`src/rtl/bbox_detect_roi_pkg.sv`:
```
// -----------------------------------------------------------------------------
// bbox_detect_roi_pkg
// Shared constants for the single-target bounding-box detector:
//   - default coordinate / pixel-counter widths and object-size threshold
//   - FSM state encodings (IDLE -> ACTIVE -> COMMIT)
//   - COORD_MAX: saturation value of the x/y counters at the default width
// -----------------------------------------------------------------------------
package bbox_detect_roi_pkg;

    localparam int CW_DEF      = 10;
    localparam int CNT_W_DEF   = 19;
    localparam int MIN_PIX_DEF = 16;

    localparam logic [CW_DEF-1:0] COORD_MAX = {CW_DEF{1'b1}};

    // Frame tracking FSM encodings
    localparam logic [1:0] ST_IDLE   = 2'd0;
    localparam logic [1:0] ST_ACTIVE = 2'd1;
    localparam logic [1:0] ST_COMMIT = 2'd2;

endpackage : bbox_detect_roi_pkg

```
`src/rtl/bbox_detect_roi_if.sv`:
```
// -----------------------------------------------------------------------------
// bbox_detect_roi_if
// Binarised video stream in, committed bounding box out.
//   per_frame_vsync/href/clken, per_img_bit : pixel stream (source -> detector)
//   rect_valid, rect_flag                   : commit pulse and object-present flag
//   rect_up/down/left/right                 : committed box (rows / columns)
//   pix_cnt                                 : committed object pixel count
// modport master : stream source / result consumer
// modport slave  : the detector
// -----------------------------------------------------------------------------
interface bbox_detect_roi_if #(
    parameter int CW    = 10,
    parameter int CNT_W = 19
) ();

    logic             per_frame_vsync;
    logic             per_frame_href;
    logic             per_frame_clken;
    logic             per_img_bit;

    logic             rect_valid;
    logic             rect_flag;
    logic [CW-1:0]    rect_up;
    logic [CW-1:0]    rect_down;
    logic [CW-1:0]    rect_left;
    logic [CW-1:0]    rect_right;
    logic [CNT_W-1:0] pix_cnt;

    modport master (
        output per_frame_vsync, per_frame_href, per_frame_clken, per_img_bit,
        input  rect_valid, rect_flag, rect_up, rect_down, rect_left, rect_right, pix_cnt
    );

    modport slave (
        input  per_frame_vsync, per_frame_href, per_frame_clken, per_img_bit,
        output rect_valid, rect_flag, rect_up, rect_down, rect_left, rect_right, pix_cnt
    );

endinterface : bbox_detect_roi_if

```
`src/rtl/bbox_detect_roi_sync_edge_det.sv`:
```
// -----------------------------------------------------------------------------
// bbox_detect_roi_sync_edge_det
// One-register edge detector for a synchronous level signal.
//   clk, rst_n : clock, async active-low reset
//   d          : level input
//   rise, fall : single-cycle edge indications (combinational from d and d_r)
// The first sample after reset only primes the delay register, so a level that
// is already high when reset releases is not mistaken for a rising edge.
// -----------------------------------------------------------------------------
module bbox_detect_roi_sync_edge_det (
    input  logic clk,
    input  logic rst_n,
    input  logic d,
    output logic rise,
    output logic fall
);

    logic d_r;
    logic primed_r;

    // Delay register and first-sample priming flag
    always_ff @(posedge clk or negedge rst_n) begin
        if (!rst_n) begin
            d_r      <= 1'b0;
            primed_r <= 1'b0;
        end else begin
            d_r      <= d;
            primed_r <= 1'b1;
        end
    end

    assign rise = primed_r &  d & ~d_r;
    assign fall = primed_r & ~d &  d_r;

endmodule : bbox_detect_roi_sync_edge_det

```
`src/rtl/bbox_detect_roi.sv`:
```
// -----------------------------------------------------------------------------
// bbox_detect_roi
// Single-target bounding-box detector for a binarised video stream. Tracks the
// pixel x/y position, accumulates min/max object coordinates and the object
// pixel count over a frame (optionally restricted to an ROI latched at frame
// start) and commits a frame-stable result with a one-cycle rect_valid pulse.
// Ports:
//   clk, rst_n                 : pixel clock, async active-low reset
//   vid (slave)                : stream in / committed box out
//   roi_en                     : restrict counting to the ROI
//   roi_x0/x1, roi_y0/y1       : inclusive ROI columns / rows
// Parameters: CW coordinate width, CNT_W counter width, MIN_PIX object threshold
// -----------------------------------------------------------------------------
module bbox_detect_roi
    import bbox_detect_roi_pkg::*;
#(
    parameter int CW      = CW_DEF,
    parameter int CNT_W   = CNT_W_DEF,
    parameter int MIN_PIX = MIN_PIX_DEF
) (
    input  logic             clk,
    input  logic             rst_n,
    bbox_detect_roi_if.slave vid,
    input  logic             roi_en,
    input  logic [CW-1:0]    roi_x0,
    input  logic [CW-1:0]    roi_x1,
    input  logic [CW-1:0]    roi_y0,
    input  logic [CW-1:0]    roi_y1
);

    localparam logic [CW-1:0]    COORD_ONES = {CW{1'b1}};
    localparam logic [CW-1:0]    COORD_ZERO = {CW{1'b0}};
    localparam logic [CNT_W-1:0] CNT_ONES   = {CNT_W{1'b1}};
    localparam logic [CNT_W-1:0] CNT_ZERO   = {CNT_W{1'b0}};
    localparam logic [CNT_W-1:0] MIN_PIX_C  = CNT_W'(MIN_PIX);

    function automatic logic [CW-1:0] coord_inc(input logic [CW-1:0] v);
        logic [CW-1:0] r;
        if (v == COORD_ONES) r = v;
        else                 r = v + CW'(1'b1);
        return r;
    endfunction

    function automatic logic [CNT_W-1:0] cnt_inc(input logic [CNT_W-1:0] v);
        logic [CNT_W-1:0] r;
        if (v == CNT_ONES) r = v;
        else               r = v + CNT_W'(1'b1);
        return r;
    endfunction

    logic [1:0]       state_r, state_nxt_s;
    logic             frame_start_s, frame_end_s, line_start_s, line_end_s;
    logic             pix_strobe_s, in_roi_s, count_s, flag_s;
    logic [CW-1:0]    px_x_s;
    logic [CW-1:0]    x_r, y_r;
    logic             roi_en_r;
    logic [CW-1:0]    roi_x0_r, roi_x1_r, roi_y0_r, roi_y1_r;
    logic [CW-1:0]    up_r, down_r, left_r, right_r;
    logic [CNT_W-1:0] cnt_r;
    logic             rect_valid_r, rect_flag_r;
    logic [CW-1:0]    rect_up_r, rect_down_r, rect_left_r, rect_right_r;
    logic [CNT_W-1:0] pix_cnt_r;

    bbox_detect_roi_sync_edge_det u_vs_edge (
        .clk   (clk),
        .rst_n (rst_n),
        .d     (vid.per_frame_vsync),
        .rise  (frame_start_s),
        .fall  (frame_end_s)
    );

    bbox_detect_roi_sync_edge_det u_hs_edge (
        .clk   (clk),
        .rst_n (rst_n),
        .d     (vid.per_frame_href),
        .rise  (line_start_s),
        .fall  (line_end_s)
    );

    // FSM state register
    always_ff @(posedge clk or negedge rst_n) begin
        if (!rst_n) state_r <= ST_IDLE;
        else        state_r <= state_nxt_s;
    end

    // FSM next state; a frame start during COMMIT goes straight back to ACTIVE
    always_comb begin
        state_nxt_s = state_r;
        case (state_r)
            ST_IDLE: begin
                if (frame_start_s) state_nxt_s = ST_ACTIVE;
                else               state_nxt_s = ST_IDLE;
            end
            ST_ACTIVE: begin
                if (frame_end_s) state_nxt_s = ST_COMMIT;
                else             state_nxt_s = ST_ACTIVE;
            end
            ST_COMMIT: begin
                if (frame_start_s) state_nxt_s = ST_ACTIVE;
                else               state_nxt_s = ST_IDLE;
            end
            default: state_nxt_s = ST_IDLE;
        endcase
    end

    // Pixel qualification. The first strobe of a line always sits at column 0,
    // even if a previous line end was lost; the ROI test uses the frame shadow.
    always_comb begin
        pix_strobe_s = vid.per_frame_href & vid.per_frame_clken;
        if (line_start_s) px_x_s = COORD_ZERO;
        else              px_x_s = x_r;
        in_roi_s = (px_x_s >= roi_x0_r) && (px_x_s <= roi_x1_r) &&
                   (y_r    >= roi_y0_r) && (y_r    <= roi_y1_r);
        if ((state_r == ST_ACTIVE) && !frame_start_s) begin
            count_s = pix_strobe_s & vid.per_img_bit & (~roi_en_r | in_roi_s);
        end else begin
            count_s = 1'b0;
        end
        flag_s = (cnt_r >= MIN_PIX_C);
    end

    // ROI shadow registers, latched at every frame start
    always_ff @(posedge clk or negedge rst_n) begin
        if (!rst_n) begin
            roi_en_r <= 1'b0;
            roi_x0_r <= COORD_ZERO;
            roi_x1_r <= COORD_ZERO;
            roi_y0_r <= COORD_ZERO;
            roi_y1_r <= COORD_ZERO;
        end else if (frame_start_s) begin
            roi_en_r <= roi_en;
            roi_x0_r <= roi_x0;
            roi_x1_r <= roi_x1;
            roi_y0_r <= roi_y0;
            roi_y1_r <= roi_y1;
        end else begin
            roi_en_r <= roi_en_r;
        end
    end

    // Column / row counters; both saturate, column clears at line end
    always_ff @(posedge clk or negedge rst_n) begin
        if (!rst_n) begin
            x_r <= COORD_ZERO;
            y_r <= COORD_ZERO;
        end else if (frame_start_s) begin
            x_r <= COORD_ZERO;
            y_r <= COORD_ZERO;
        end else if (state_r == ST_ACTIVE) begin
            if (line_end_s) begin
                x_r <= COORD_ZERO;
                y_r <= coord_inc(y_r);
            end else if (pix_strobe_s) begin
                x_r <= coord_inc(px_x_s);
            end else begin
                x_r <= px_x_s;
            end
        end else begin
            x_r <= x_r;
        end
    end

    // Min/max and pixel-count accumulators
    always_ff @(posedge clk or negedge rst_n) begin
        if (!rst_n) begin
            up_r    <= COORD_ONES;
            left_r  <= COORD_ONES;
            down_r  <= COORD_ZERO;
            right_r <= COORD_ZERO;
            cnt_r   <= CNT_ZERO;
        end else if (frame_start_s) begin
            up_r    <= COORD_ONES;
            left_r  <= COORD_ONES;
            down_r  <= COORD_ZERO;
            right_r <= COORD_ZERO;
            cnt_r   <= CNT_ZERO;
        end else if (count_s) begin
            if (y_r < up_r)       up_r    <= y_r;
            if (y_r > down_r)     down_r  <= y_r;
            if (px_x_s < left_r)  left_r  <= px_x_s;
            if (px_x_s > right_r) right_r <= px_x_s;
            cnt_r <= cnt_inc(cnt_r);
        end else begin
            cnt_r <= cnt_r;
        end
    end

    // Output registers: loaded in COMMIT, held otherwise; small objects report a zero box
    always_ff @(posedge clk or negedge rst_n) begin
        if (!rst_n) begin
            rect_valid_r <= 1'b0;
            rect_flag_r  <= 1'b0;
            rect_up_r    <= COORD_ZERO;
            rect_down_r  <= COORD_ZERO;
            rect_left_r  <= COORD_ZERO;
            rect_right_r <= COORD_ZERO;
            pix_cnt_r    <= CNT_ZERO;
        end else if (state_r == ST_COMMIT) begin
            rect_valid_r <= 1'b1;
            rect_flag_r  <= flag_s;
            pix_cnt_r    <= cnt_r;
            if (flag_s) begin
                rect_up_r    <= up_r;
                rect_down_r  <= down_r;
                rect_left_r  <= left_r;
                rect_right_r <= right_r;
            end else begin
                rect_up_r    <= COORD_ZERO;
                rect_down_r  <= COORD_ZERO;
                rect_left_r  <= COORD_ZERO;
                rect_right_r <= COORD_ZERO;
            end
        end else begin
            rect_valid_r <= 1'b0;
        end
    end

    assign vid.rect_valid = rect_valid_r;
    assign vid.rect_flag  = rect_flag_r;
    assign vid.rect_up    = rect_up_r;
    assign vid.rect_down  = rect_down_r;
    assign vid.rect_left  = rect_left_r;
    assign vid.rect_right = rect_right_r;
    assign vid.pix_cnt    = pix_cnt_r;

endmodule : bbox_detect_roi

```
`src/flat_wrapper.sv`:
```
// flat-port wrapper written by rule: the top's interface ports become plain ports
module bbox_detect_roi_flat import bbox_detect_roi_pkg::*;
#(
    parameter int CW      = CW_DEF,
    parameter int CNT_W   = CNT_W_DEF,
    parameter int MIN_PIX = MIN_PIX_DEF
)
  (clk, rst_n, roi_en, roi_x0, roi_x1, roi_y0, roi_y1, vid_per_frame_vsync, vid_per_frame_href, vid_per_frame_clken, vid_per_img_bit, vid_rect_valid, vid_rect_flag, vid_rect_up, vid_rect_down, vid_rect_left, vid_rect_right, vid_pix_cnt);
  bbox_detect_roi_if #(.CW(CW), .CNT_W(CNT_W)) vid_i ();
  input  logic clk;
  input  logic rst_n;
  input  logic roi_en;
  input  logic [CW-1:0] roi_x0;
  input  logic [CW-1:0] roi_x1;
  input  logic [CW-1:0] roi_y0;
  input  logic [CW-1:0] roi_y1;
  input wire logic [$bits(vid_i.per_frame_vsync)-1:0] vid_per_frame_vsync;
  input wire logic [$bits(vid_i.per_frame_href)-1:0] vid_per_frame_href;
  input wire logic [$bits(vid_i.per_frame_clken)-1:0] vid_per_frame_clken;
  input wire logic [$bits(vid_i.per_img_bit)-1:0] vid_per_img_bit;
  output wire logic [$bits(vid_i.rect_valid)-1:0] vid_rect_valid;
  output wire logic [$bits(vid_i.rect_flag)-1:0] vid_rect_flag;
  output wire logic [$bits(vid_i.rect_up)-1:0] vid_rect_up;
  output wire logic [$bits(vid_i.rect_down)-1:0] vid_rect_down;
  output wire logic [$bits(vid_i.rect_left)-1:0] vid_rect_left;
  output wire logic [$bits(vid_i.rect_right)-1:0] vid_rect_right;
  output wire logic [$bits(vid_i.pix_cnt)-1:0] vid_pix_cnt;
  assign vid_i.per_frame_vsync = vid_per_frame_vsync;
  assign vid_i.per_frame_href = vid_per_frame_href;
  assign vid_i.per_frame_clken = vid_per_frame_clken;
  assign vid_i.per_img_bit = vid_per_img_bit;
  assign vid_rect_valid = vid_i.rect_valid;
  assign vid_rect_flag = vid_i.rect_flag;
  assign vid_rect_up = vid_i.rect_up;
  assign vid_rect_down = vid_i.rect_down;
  assign vid_rect_left = vid_i.rect_left;
  assign vid_rect_right = vid_i.rect_right;
  assign vid_pix_cnt = vid_i.pix_cnt;
  bbox_detect_roi #(.CW(CW), .CNT_W(CNT_W), .MIN_PIX(MIN_PIX)) u_core (.clk(clk), .rst_n(rst_n), .vid(vid_i), .roi_en(roi_en), .roi_x0(roi_x0), .roi_x1(roi_x1), .roi_y0(roi_y0), .roi_y1(roi_y1));
endmodule
```
`config.mk`:
```
export PLATFORM = sky130hd
export DESIGN_NAME = bbox_detect_roi_flat
export DESIGN_NICKNAME = d
export VERILOG_FILES = /design/src/rtl/bbox_detect_roi_pkg.sv /design/src/rtl/bbox_detect_roi_if.sv /design/src/rtl/bbox_detect_roi_sync_edge_det.sv /design/src/rtl/bbox_detect_roi.sv /design/src/flat_wrapper.sv
export SDC_FILE = /design/constraint.sdc
export NUM_CORES = 1
export LEC_CHECK = 0
export BUFFER_PORTS_ARGS = -buffer_cell sky130_fd_sc_hd__buf_2
export CORE_MARGIN = 5
export CORE_UTILIZATION = 48
export CTS_CLUSTER_DIAMETER = 200
export DETAILED_ROUTE_END_ITERATION = 6
export PLACE_DENSITY = 0.67
export SYNTH_ARGS = -nofsm -noshare
export SYNTH_HDL_FRONTEND = slang
export SYNTH_SLANG_ARGS = --single-unit
export TNS_END_PERCENT = 10
```
`constraint.sdc`:
```
create_clock -name clk -period 3.8 [get_ports clk]
set_input_delay 0.19 -clock clk [delete_from_list [all_inputs] [get_ports clk]]
set_output_delay 0.19 -clock clk [all_outputs]
set_load 0.05 [all_outputs]
```
Yosys cells after proc, flatten, opt, wreduce, memory -nomap -nowiden:

Cells that the tools add are included.

* add/subtract/negate cells: 3
* multiply operators: 0
* div/mod/pow operators: 0
* $lt $le $gt $ge: 9
* eq/ne operators: 7
* shifts and indexed selects: 0
* mux-type cells: 34
* bitwise gates (word level): 17
* reduce and logical (&&, ||, !) cells: 20

Operator list (count)
* $mux 10: 26
* $mux 19: 3
* $add 10x1->10 const B: 2
* $eq 10x10->1 const B: 2
* $ge 10x10->1: 2
* $gt 10x10->1: 2
* $le 10x10->1: 2
* $lt 10x10->1: 2
* $add 19x1->19 const B: 1
* $eq 19x19->1 const B: 1
* $ge 19x5->1 const B: 1
* $reduce_bool 2->1: 7
* $and 1x1->1: 11
* $reduce_and 2->1: 5
* $not 1->1: 5
* $logic_and 1x1->1: 4
* $ne 2x1->1 const B: 2
* $pmux 2 s2: 1
* $mux 1: 3
* $reduce_and 3->1: 1
* $eq 2x1->1 const B: 1
* $eq 2x2->1 const B: 1
* $logic_not 2->1: 1
* $mux 2: 1
* 3 further kinds: 3

* register bits after elaboration: 186
* latch bits: 0
* bits in writable memories: 0
* bits in read-only memories: 0
* input port bits: 47
* output and inout port bits: 61
* logic and storage cells: 113
* memories kept: 0

Logic depth before layout (Yosys ltp):

* depth after elaboration: 12
* gate-level depth with buffers: 16
* gate-level depth less buffers: 12

By module:

A second synthesis with hierarchy kept.

* cells, all modules: 934
* area, all modules: 9587.9 µm²

By module, submodules not included
* bbox_detect_roi: instances 1, cells each 924, area each 9445.3 µm², sequential area each 4604.4 µm²
* bbox_detect_roi_sync_edge_det: instances 2, cells each 5, area each 71.3 µm², sequential area each 50.0 µm²

Worst setup path after synthesis:

OpenSTA, ideal clock, no wires.

* path kind: register to register
* start point: reg u_core.u_hs_edge.d_r
* end point: reg u_core.right_r[3]
* library setup time: 0.133 ns
* arrival: 3.078 ns
* path slack: 0.588 ns
* cell stages (with the launch flop): 17
* clock period less this slack: 3.212 ns
* path through: dfrtp_1 > nand3b_1 > clkbuf_1 > nand2_1 > inv_1 > ha_1 > and4_1 > nand2_1 > a21oi_1 > a21oi_1 > or4_1 > o22a_1 > buf_6 > buf_6 > clkbuf_1 > o211ai_1 > o41ai_1

* word-level cells in the longest chain between the ends: 12
* elaborated cells between the ends (all ways): 18

Ends and longest elaborated chain
* start, declared: line bbox_detect_roi_sync_edge_det.sv:18 `logic d_r;`
* start signal, assigned: line bbox_detect_roi_sync_edge_det.sv:24 `d_r <= 1'b0;`
* start signal, assigned: line bbox_detect_roi_sync_edge_det.sv:27 `d_r <= d;`
* $not 1->1 *: line bbox_detect_roi_sync_edge_det.sv:32 `assign rise = primed_r & d & ~d_r;`
* $and 1x1->1 *: line bbox_detect_roi_sync_edge_det.sv:32
* $mux 10 *: line bbox_detect_roi.sv:110 `if (line_start_s) px_x_s = COORD_ZERO;`
* $ge 10x10->1 or $le 10x10->1 (tied branches): line bbox_detect_roi.sv:112 `in_roi_s = (px_x_s >= roi_x0_r) && (px_x_s <= roi_x1_r) &&`
* $logic_and 1x1->1 (2 in a row): line bbox_detect_roi.sv:112
* $logic_and 1x1->1: line bbox_detect_roi.sv:113 `(y_r >= roi_y0_r) && (y_r <= roi_y1_r);`
* $or 1x1->1: line bbox_detect_roi.sv:115 `count_s = pix_strobe_s & vid.per_img_bit & (~roi_en_r | in_roi_s);`
* $and 1x1->1: line bbox_detect_roi.sv:115
* $mux 1: line bbox_detect_roi.sv:114 `if ((state_r == ST_ACTIVE) && !frame_start_s) begin`
* $reduce_bool 2->1 (no line)
* $reduce_and 2->1 (no line)
* end signal, assigned: line bbox_detect_roi.sv:181 `if (px_x_s > right_r) right_r <= px_x_s;`
* end, declared: line bbox_detect_roi.sv:58 `logic [CW-1:0] up_r, down_r, left_r, right_r;`

Every way passes the cells marked *; elsewhere a longest branch is shown, timed or not. The select of a mux whose other input is x is not followed.
A chain may end at the register's enable or synchronous reset.

Worst setup path in the final report:

* start point: in vid_per_frame_href
* end point: reg u_core.left_r[4]

* word-level cells in the longest chain between the ends: 12
* elaborated cells between the ends (all ways): 20

Ends and longest elaborated chain
* start, declared: line flat_wrapper.sv:18 `input wire logic [$bits(vid_i.per_frame_href)-1:0] vid_per_frame_href;`
* $and 1x1->1 (2 in a row): line bbox_detect_roi_sync_edge_det.sv:32
* $mux 10: line bbox_detect_roi.sv:110
* $ge 10x10->1 or $le 10x10->1 (tied branches): line bbox_detect_roi.sv:112
* $logic_and 1x1->1 (2 in a row): line bbox_detect_roi.sv:112
* $logic_and 1x1->1: line bbox_detect_roi.sv:113
* $or 1x1->1: line bbox_detect_roi.sv:115
* $and 1x1->1: line bbox_detect_roi.sv:115
* $mux 1: line bbox_detect_roi.sv:114
* $reduce_bool 2->1 (no line)
* $reduce_and 2->1 (no line)
* end signal, assigned: line bbox_detect_roi.sv:180 `if (px_x_s < left_r) left_r <= px_x_s;`
* end, declared: line bbox_detect_roi.sv:58

Several ways; a longest one is shown, not always the timed one. The select of a mux whose other input is x is not followed.

==> impl_metrics.json <==
{
  "synthArstFlopShare": 1.00,
  "die_y_um": 151,
  "port_buffers": 107,
  "reg2reg_depth": 14,
  "finalSetupViolations": 0,
  "postSynthCellCount": 951,
  "grt_max_degree": 109,
  "fin_crit_sh": 0.941,
  "drive_gt1_frac": 0.197,
  "clk_pin_slew_ps": 70,
  "diodes": 0,
  "wl_per_cell_um": 16.8,
  "syn_avg_cell_area_um2": 10.1,
  "routabilityCongestion": 0.872,
  "synthDistinctLibCells": 63,
  "finClkSkew_ps": 8.89,
  "rrSetupSlack_ps": 240,
  "slew_viol_final": 0,
  "vias": 7738,
  "root_buffer": "clkbuf_16",
  "rsz0062_at_grt": "no",
  "p_total_mw": 5.15,
  "r2r_start": "u_core.u_vs_edge.primed_r$_DFF_PN0_",
  "fin_ws_ps": 225,
  "endpoint": "u_core.left_r[4]$_DFFE_PN1P_",
  "worst-path-max-fanout": 42,
  "grt_usage": 0.212,
  "layout.nets": 1231,
  "yosysTopAreaCellShare": 0.433,
  "crit_required_ps": 4160,
  "dieArea_mm2": 0.0229,
  "ys_ff_latch": 186,
  "yosysWarnings": 0,
  "max-vdd-ir-drop_v": 0.000320,
  "ys_seq_area_frac": 0.488,
  "start_util": 0.489,
  "num_rows": 51,
  "critPathLaunch": "vid_per_frame_href",
  "synth_commonest_cells": "dfrtp_1, nand2_1, inv_1",
  "io_pins": 108,
  "tns_ps": 0,
  "tritoncts": "yes",
  "area_delta_synth_final_pct": 20.3,
  "routed_via_density": 5.59,
  "synth_edf_count": 0,
  "dp_hpwl_um": 16300,
  "worstMarginPinSlew_ps": 856,
  "p_per_area_mw_per_mm2": 446,
  "route.detailed.drc": 0,
  "r2r_end": "u_core.left_r[4]$_DFFE_PN1P_",
  "syn_nets": 1076,
  "post-place-ws_ps": 159,
  "cts-buffers-inserted": 17,
  "cts_setup_buffers": 0,
  "cp.arrival_ps": 3930,
  "crit_type": "input pin to flip-flop",
  "grt_pass1_vias": 7474,
  "holdCritPathClass": "input pin to flip-flop",
  "cap_violations": 0,
  "start_kind": "input pin",
  "hold_viol": 0,
  "max_slew_margin": 0.429,
  "overflow": 0,
  "routed_wl_um": 23200,
  "ys_top_cells_by_area": "dfrtp_1, ha_1, dfstp_2",
  "dr.pass1.iters": 5,
  "hold_start": "vid_per_frame_clken",
  "grt_pass1_wl_um": 38300,
  "fmax_mhz": 280,
  "outcome": "finished clean",
  "period_needed_ps": 3580,
  "p_leak_nw": 5.83,
  "crit_path_end_kind": "flip-flop",
  "die_x_um": 151,
  "netlist_area_mm2": 0.00958,
  "whs_ps": 295,
  "cts_sinks": 186,
  "insertion_delay_ps": 440,
  "first_iter_violations": 643,
  "antenna_found_initial": 0,
  "yosys.area.top_type": "dfrtp_1",
  "synthFlopType": "dfrtp_1",
  "clk_path_buf_depth": 2,
  "core_area_mm2": 0.0196,
  "synth_most_common_cell": "dfrtp_1",
  "ant_nets": 0,
  "h-tree-depth": 4
}
==> placed cells by master, fill, tap and decap left out, drive strengths merged, types with 20 or more instances in the layout <==
master,Yosys,layout
ha,78,78
clkbuf,35,21
dfrtp,166,166
dfstp,20,20
buf,11,137
nor2,31,31
a21oi,38,38
inv,91,98
o21ai,80,80
a22o,53,53
nand2,95,95
dlygate4sd3,0,44
nand3,46,46
==> routing by layer <==
metal | wire length (um) | global-route usage | up-vias
li1 | - | - | 3737
met1 | 11300 | 0.307 | 3746
met2 | 10400 | 0.325 | 222
met3 | 1260 | 0.0470 | 33
met4 | 337 | 0.0558 | 0
met5 | 0 | 0 | -
==> how the worst min path moves through the flow <==
stage	depth (start not counted)	slack, ps	endpoint
3_5_place_dp	1	360	u_core.u_vs_edge.d_r$_DFF_PN0_
4_1_cts	5	280	u_core.x_r[8]$_DFFE_PN0P_
6_report	5	290	u_core.x_r[8]$_DFFE_PN0P_
5_1_grt	5	310	u_core.x_r[8]$_DFFE_PN0P_
2_1_floorplan	0	-110	u_core.cnt_r[0]$_DFFE_PN0P_
3_3_place_gp	1	360	u_core.vid.rect_right[2]$_DFFE_PN0P_
==> critical path: stages <==
cell and delay [ps]:
dlygate4sd3_1 530, buf_2 170, nand3b_1 80, buf_4 190, nand2_1 130, inv_1 110, ha_1 330, and4_1 220
nand2_1 70, a21oi_1 120, a21oi_1 90, or4_1 520, o22a_4 360, buf_4 280, nor3_4 390, a2bb2oi_1 120
==> kinds of logic (layout without fill, tap and decap cells) <==
kind of cell / count (synthesis) / in the layout / synth area share
AO/OA/AOI/OAI: 266 / 266 / 0.192
XOR/XNOR: 11 / 11 / 0.0101
adder cells (fa/ha/maj): 78 / 78 / 0.102
buffers and inverters: 137 / 305 / 0.0573
flip-flops: 186 / 186 / 0.488
multiplexers: 16 / 16 / 0.0187
other: 1 / 1 / 0.000391
AND/OR/NAND/NOR: 256 / 256 / 0.132
==> per-stage QoR <==
| step | util | instance area [um^2] | std cells |
|---|---|---|---|
| 6_report | 0.588 | 11500 | 1384 |
| 5_1_grt | 0.588 | 11500 | 1384 |
| 4_1_cts | 0.588 | 11500 | 1384 |
| 3_5_place_dp | 0.537 | 10500 | 1308 |
| 3_3_place_gp | 0.537 | 10500 | 1308 |
| 2_1_floorplan | - | 9580 | 951 |
==> layout make-up <==
| type | count | area, um^2 |
|---|---|---|
| sequential | 186 | 4680 |
| fill | 1683 | 8060 |
| clock inverter | 12 | 108 |
| clock buffer | 20 | 457 |
| multi-input combinational | 628 | 4390 |
| timing repair buffer | 182 | 1220 |
| tap | 265 | 332 |
| inverter | 91 | 342 |
==> timing repair <==
| action | 4_1_cts | 5_1_grt |
|---|---|---|
| endpoints found under the setup margin | 0 | 22 |
| resized for setup | 0 | 1 |
| endpoints found under the hold margin | 137 | 0 |
| hold buffers | 44 | 0 |
==> report_power, final <==
group / switching [mW] / internal [mW] / leakage (nW)
logic: 0.671 / 0.395 / 3.11
registers: 0.138 / 2.22 / 2.44
clock network: 0.826 / 0.896 / 0.278
total: 1.64 / 3.51 / 5.83
Note: power is estimated with default switching activity, not from simulation.
